==> src/rtl/ddc_pkg.sv <==
// Shared types and default constants for the DDC configuration sequencer.
// Holds the FSM state encoding and a width helper used by every block.
package ddc_pkg;

    localparam int DEF_NUMBER_OF_TAPS = 5;
    localparam int DEF_COEF_WIDTH     = 10;
    localparam int DEF_DOWNSAMPLING   = 10;

    typedef enum logic [2:0] {
        StIdle,
        StLoadCoef,
        StLoadDeci,
        StFlush,
        StDone
    } ddc_state_e;

    // Index width that never collapses to zero bits for tiny parameter values.
    function automatic int clog2_min1(input int v);
        return (v > 1) ? $clog2(v) : 1;
    endfunction

endpackage

==> src/rtl/ddc_cfg_shadow.sv <==
// Shadow coefficient/decimation register file with range checking.
// Out-of-range writes are dropped and flagged by a one-cycle err pulse.
module ddc_cfg_shadow import ddc_pkg::*; #(
    parameter int INT_NUMBER_OF_TAPS = DEF_NUMBER_OF_TAPS,
    parameter int INT_COEF_WIDTH     = DEF_COEF_WIDTH,
    parameter int INT_DOWNSAMPLING   = DEF_DOWNSAMPLING,
    localparam int AW = clog2_min1(INT_NUMBER_OF_TAPS),
    localparam int DW = clog2_min1(INT_DOWNSAMPLING)
) (
    input  logic                             clk,
    input  logic                             rst_n,
    input  logic                             wr_en,
    input  logic [AW-1:0]                    wr_addr,
    input  logic signed [INT_COEF_WIDTH-1:0] wr_data,
    input  logic                             deci_en,
    input  logic [DW-1:0]                    deci_data,
    input  logic [AW-1:0]                    rd_addr,
    output logic signed [INT_COEF_WIDTH-1:0] rd_coef,
    output logic [DW-1:0]                    deci,
    output logic                             err
);

    logic signed [INT_COEF_WIDTH-1:0] coef_q [INT_NUMBER_OF_TAPS];
    logic [DW-1:0] deci_q;
    logic          err_q;
    logic          coef_ok;
    logic          deci_ok;

    assign coef_ok = wr_en && (int'(wr_addr) < INT_NUMBER_OF_TAPS);
    assign deci_ok = deci_en && (int'(deci_data) < INT_DOWNSAMPLING);

    always_ff @(posedge clk or negedge rst_n) begin
        if (!rst_n) begin
            for (int i = 0; i < INT_NUMBER_OF_TAPS; i++) begin
                coef_q[i] <= '0;
            end
            deci_q <= DW'(INT_DOWNSAMPLING - 1);
            err_q  <= 1'b0;
        end else begin
            if (coef_ok) begin
                coef_q[wr_addr] <= wr_data;
            end
            if (deci_ok) begin
                deci_q <= deci_data;
            end
            // Both write ports may fail in one cycle; they share a single pulse.
            err_q <= (wr_en && !coef_ok) || (deci_en && !deci_ok);
        end
    end

    assign rd_coef = (int'(rd_addr) < INT_NUMBER_OF_TAPS) ? coef_q[rd_addr] : '0;
    assign deci    = deci_q;
    assign err     = err_q;

endmodule

==> src/rtl/ddc_cfg_sequencer.sv <==
// Streams shadow coefficients and decimation into the DDC on commit, then
// masks DDC output until the filter pipeline has flushed.
module ddc_cfg_sequencer import ddc_pkg::*; #(
    parameter int INT_NUMBER_OF_TAPS = DEF_NUMBER_OF_TAPS,
    parameter int INT_COEF_WIDTH     = DEF_COEF_WIDTH,
    parameter int INT_DOWNSAMPLING   = DEF_DOWNSAMPLING,
    parameter int INT_FLUSH_SAMPLES  = INT_NUMBER_OF_TAPS,
    localparam int AW = clog2_min1(INT_NUMBER_OF_TAPS),
    localparam int DW = clog2_min1(INT_DOWNSAMPLING),
    localparam int FW = clog2_min1(INT_FLUSH_SAMPLES + 1)
) (
    input  logic                             clk,
    input  logic                             rst_n,
    input  logic                             i_wr_valid,
    output logic                             o_wr_ready,
    input  logic [AW-1:0]                    i_wr_addr,
    input  logic signed [INT_COEF_WIDTH-1:0] i_wr_data,
    input  logic                             i_deci_valid,
    input  logic [DW-1:0]                    i_deci_data,
    input  logic                             i_commit,
    output logic                             o_fir_cmd_valid,
    output logic [AW-1:0]                    o_fir_cmd_coeffsel,
    output logic signed [INT_COEF_WIDTH-1:0] o_fir_cmd_data,
    output logic                             o_deci_cmd_valid,
    output logic [DW-1:0]                    o_deci_cmd_data,
    input  logic                             i_ddc_valid,
    output logic                             o_ddc_valid_gated,
    output logic                             o_busy,
    output logic                             o_done,
    output logic                             o_err
);

    localparam logic [AW-1:0] KLast      = AW'(INT_NUMBER_OF_TAPS - 1);
    localparam logic [FW-1:0] FlushLimit = FW'(INT_FLUSH_SAMPLES);

    ddc_state_e state_q, state_d;
    logic          pending_q, pending_d;
    logic [AW-1:0] k_q, k_d;
    logic [FW-1:0] flush_cnt_q, flush_cnt_d;

    logic signed [INT_COEF_WIDTH-1:0] rd_coef;
    logic [DW-1:0] shadow_deci;
    logic          fir_active;
    logic          deci_active;

    assign fir_active  = (state_q == StLoadCoef);
    assign deci_active = (state_q == StLoadDeci);

    ddc_cfg_shadow #(
        .INT_NUMBER_OF_TAPS (INT_NUMBER_OF_TAPS),
        .INT_COEF_WIDTH     (INT_COEF_WIDTH),
        .INT_DOWNSAMPLING   (INT_DOWNSAMPLING)
    ) u_shadow (
        .clk       (clk),
        .rst_n     (rst_n),
        .wr_en     (i_wr_valid && o_wr_ready),
        .wr_addr   (i_wr_addr),
        .wr_data   (i_wr_data),
        .deci_en   (i_deci_valid && !deci_active),
        .deci_data (i_deci_data),
        .rd_addr   (k_q),
        .rd_coef   (rd_coef),
        .deci      (shadow_deci),
        .err       (o_err)
    );

    always_ff @(posedge clk or negedge rst_n) begin
        if (!rst_n) begin
            state_q     <= StIdle;
            pending_q   <= 1'b0;
            k_q         <= '0;
            flush_cnt_q <= '0;
        end else begin
            state_q     <= state_d;
            pending_q   <= pending_d;
            k_q         <= k_d;
            flush_cnt_q <= flush_cnt_d;
        end
    end

    always_comb begin
        state_d     = state_q;
        pending_d   = pending_q;
        k_d         = k_q;
        flush_cnt_d = flush_cnt_q;
        unique case (state_q)
            StIdle: begin
                if (i_commit || pending_q) begin
                    state_d   = StLoadCoef;
                    pending_d = 1'b0;
                    k_d       = '0;
                end
            end
            StLoadCoef: begin
                if (k_q == KLast) begin
                    k_d     = '0;
                    state_d = StLoadDeci;
                end else begin
                    k_d = k_q + 1'b1;
                end
            end
            StLoadDeci: begin
                flush_cnt_d = '0;
                state_d     = StFlush;
            end
            StFlush: begin
                if (INT_FLUSH_SAMPLES == 0) begin
                    state_d = StDone;
                end else if (i_ddc_valid) begin
                    flush_cnt_d = flush_cnt_q + 1'b1;
                    if (flush_cnt_d == FlushLimit) begin
                        state_d = StDone;
                    end
                end
            end
            StDone: begin
                state_d = StIdle;
            end
            default: begin
                state_d = StIdle;
            end
        endcase
        // Commits arriving mid-sequence coalesce into one rerun.
        if (i_commit && (state_q != StIdle)) begin
            pending_d = 1'b1;
        end
    end

    assign o_wr_ready         = !fir_active;
    assign o_fir_cmd_valid    = fir_active;
    assign o_fir_cmd_coeffsel = fir_active ? k_q : '0;
    assign o_fir_cmd_data     = fir_active ? rd_coef : '0;
    assign o_deci_cmd_valid   = deci_active;
    assign o_deci_cmd_data    = deci_active ? shadow_deci : '0;
    assign o_ddc_valid_gated  = i_ddc_valid && (state_q == StIdle);
    assign o_busy             = (state_q != StIdle);
    assign o_done             = (state_q == StDone);

endmodule

==> config.mk <==
export PLATFORM = sky130hd
export DESIGN_NAME = ddc_cfg_sequencer
export DESIGN_NICKNAME = d
export VERILOG_FILES = /design/src/rtl/ddc_pkg.sv /design/src/rtl/ddc_cfg_shadow.sv /design/src/rtl/ddc_cfg_sequencer.sv
export SDC_FILE = /design/constraint.sdc
export NUM_CORES = 1
export LEC_CHECK = 0
export CAP_MARGIN = 20
export CORE_MARGIN = 4
export CORE_UTILIZATION = 58
export DETAILED_ROUTE_END_ITERATION = 8
export HOLD_SLACK_MARGIN = 0.1
export PLACE_DENSITY_LB_ADDON = 0.3
export SETUP_SLACK_MARGIN = 0.02
export SLEW_MARGIN = 20
export SYNTH_ARGS = -nofsm -noshare
export SYNTH_HDL_FRONTEND = slang
export SYNTH_HIERARCHICAL = 1
export SYNTH_SLANG_ARGS = --single-unit
==> constraint.sdc <==
create_clock -name clk -period 6 [get_ports clk]
set_clock_uncertainty 0.2 [all_clocks]
set_input_delay 0.6 -clock clk [delete_from_list [all_inputs] [get_ports clk]]
set_output_delay 0.6 -clock clk [all_outputs]
set_load 0.05 [all_outputs]
==> results.tsv <==
metric	value	unit
minimum clock period	3.928	ns
status	finished clean	
crit path capture type	output pin	
Main synth FF type	dfrtp_1	
Die Ht	82.62	µm
total chip power	2.240	mW
DR vias/cell	5.747	
register area share after synthesis	50.45	%
final wirelength	6533	µm
Sw Share	40.32	%
core area	0.005238	mm²
Crit-path slowest cell	nor3b_2	
1st-iter DRT viols	116	
r2r setup slk	3.18	ns
slowest stage delay, CP	0.80	ns
Total Nets Final	336	
Area Growth Syn to Fin	21.58	%
clock latency on the worst-skew pair	0.34	ns
largest area contributor in the netlist	dfrtp_1	
htree depth	3	
share of cells above drive strength 1	28.66	%
Post CTS Setup Buffer Count	0	
hold buffers post-CTS	0	
Worst Path Max Fanout	16	
wire length of the first global-routing pass	10420	µm
mean post-synth cell area	12.52	µm²
Max clock buf depth	2	
endpoints failing hold	0	
# clock sinks	65	
Setup crit start	k_q[0]	
RSZ-0062 raised after global routing	no	
Final Cycle Share	65.47	%
Max VDD drop	0.3647	mV
Psw	0.9034	mW
vias	2207	
number of global-route vias before repair	2163	
pin count of the biggest net entering global routing	66	
initial antenna violation count	0	
syn_nets	285	
HP Class	input port to async pin	
Pins Over Slew Limit	0	
DR DRC count	0	
Inserted Clock Buffers	9	
EDFF count, synth	0	
PD cells	570.6	mW/mm²
CP Class	flop to output pin	
fmax	0.2546	GHz
worst-margin pin slew	0.9333	ns
post_cts resized	0	
CP Launch Type	flop	
Synth top area share	48.82	%
crit-path cells	nor3b_2, a221o_1, and2_1, clkdlybuf4s50_1	
ANT cells	0	
Die ar.	0.006825	mm²
FFs w/ async S/R, synth	100.0	%
Worst-path clk slew	0.07	ns
Pint	1.337	mW
Slew HR	37.55	%
WL/cell	17.01	µm
Yosys warning count	6	
ranking of synthesized cells by area	dfrtp_1 49%, mux2_2 21%, a221o_1 3.1%	
RR Startpoint	state_q[0]	
maxcap violations	0	
most frequent cells in the layout	63 x dfrtp_1, 59 x mux2_2, 45 x clkdlybuf4s50_1	
# port buffers	46	
Ports	47	
final-report setup violation count	0	
Die X	82.62	µm
all-layer global routing usage	21.17	%
Clock power frac	15.9	%
leakage power	1.667	nW
leading cell type in the layout, fill and taps excluded	dfrtp_1	
TritonRoute pass-1 iters	4	
post-synthesis register bit count	65	
Comb pwr share	48.2	%
routability cong.	0.7504	
area of the mapped netlist	0.003229	mm²
Mapped Cells	258	
sequential fraction of design power	35.9	%
CTS Root Cell	clkbuf_8	
CTS tree	done	
global route total overflow	0	
Detailed Place HPWL	4199	µm
CP Data Arrival Time	3.13	ns
row cnt	26	
Req. time, crit path	5.20	ns
Starting Density	61.66	%
post-synthesis cell type count	41	
setup_tns	0	ns
post-route ant nets	0	
layer usage:
| layer | part of all wire, % | vias up | GRT usage, % |
|---|---|---|---|
| li1 | - | 1039 | - |
| met1 | 44 | 1106 | 27.22 |
| met2 | 50 | 58 | 34.13 |
| met3 | 5.4 | 4 | 4.772 |
| met4 | 0.58 | 0 | 9.641 |
| met5 | 0 | - | 0 |
synthesized netlist by cell type (2+ instances only):
master,count
o21ai_0,2
nor2_2,3
nor2b_1,4
nor3_1,4
mux2i_1,10
mux2_2,59
ha_1,4
o211ai_1,2
dfrtp_1,63
nor3_4,2
and2_1,16
a31oi_1,4
nand2b_4,2
nor3b_1,4
nand4_1,2
buf_2,4
nor2_1,17
mux2_1,2
a21oi_1,2
inv_1,8
dfstp_2,2
a221o_1,10
a22o_1,3
buf_4,2
nand2_1,10
buf_6,2
critical path, delay by kind of cell, from the launching register on:
family          cells  cell delay (ns)
flops               1             0.78
compound gates      1             0.27
simple gates        2             0.93
buf+inv             1             0.80
power by group through the flow:
stage / clock, mW / sequential (mW) / combinational [mW]
after detailed placement: 0 / 0.811 / 1.08
after global placement: 0 / 0.797 / 1.06
after CTS: 0.363 / 0.804 / 1.09
after floorplan: 0 / 0.740 / 0.862
final: 0.356 / 0.805 / 1.08
after global routing: 0.382 / 0.832 / 1.16
sequential cells by signal, indices dropped and copies added, names as in the netlist:
| register | flops |
|---|---|
| flush_cnt_q | 3 |
| u_shadow/deci | 4 |
| u_shadow/err | 1 |
| pending_q | 1 |
| k_q | 3 |
| u_shadow/coef_q | 50 |
| state_q | 3 |
metrics by stage:
stage	setup slack (ns)	std cells	hold slack [ns]	utilization [%]	instance area, µm²
floorplan	3.473	258	0.1044	-	3229
global placement	2.460	368	0.2642	71.29	3734
detailed placement	2.440	368	0.2751	71.29	3734
CTS	2.068	384	0.2497	74.96	3926
global route	1.930	384	0.2866	74.96	3926
finish	2.072	384	0.2258	74.96	3926
layout make-up:
class | count | area (µm²)
sequential | 65 | 1629
multi-input combinational | 175 | 1505
fill | 363 | 1311
timing repair buffer | 49 | 478.0
clock buffer | 14 | 182.7
tap | 70 | 87.58
inverter | 9 | 33.78
clock inverter | 2 | 10.01
final timing paths:
kind,end,cells after the start
worst max-delay path,o_fir_cmd_data[3],4
worst min-delay path,pending_q,2
worst max register to register,u_shadow/coef_q[14],4
worst min register to register,u_shadow/coef_q[25],1
max in group asynchronous,k_q[1],2
min in group clk,u_shadow/coef_q[25],1
kinds of logic (layout without fill, tap and decap cells):
| family | Yosys count | after routing | share of synthesized area, % |
|---|---|---|---|
| buffers and inverters | 18 | 74 | 2.944 |
| muxes | 71 | 71 | 24.37 |
| adders and majority gates | 4 | 4 | 1.550 |
| AOI/OAI and AO/OA | 26 | 26 | 6.509 |
| and+or+nand+nor | 73 | 73 | 13.91 |
| DFF | 65 | 65 | 50.45 |
| xor gates and xnor gates | 1 | 1 | 0.2713 |
No activity file was read; power rests on OpenSTA's default activity.
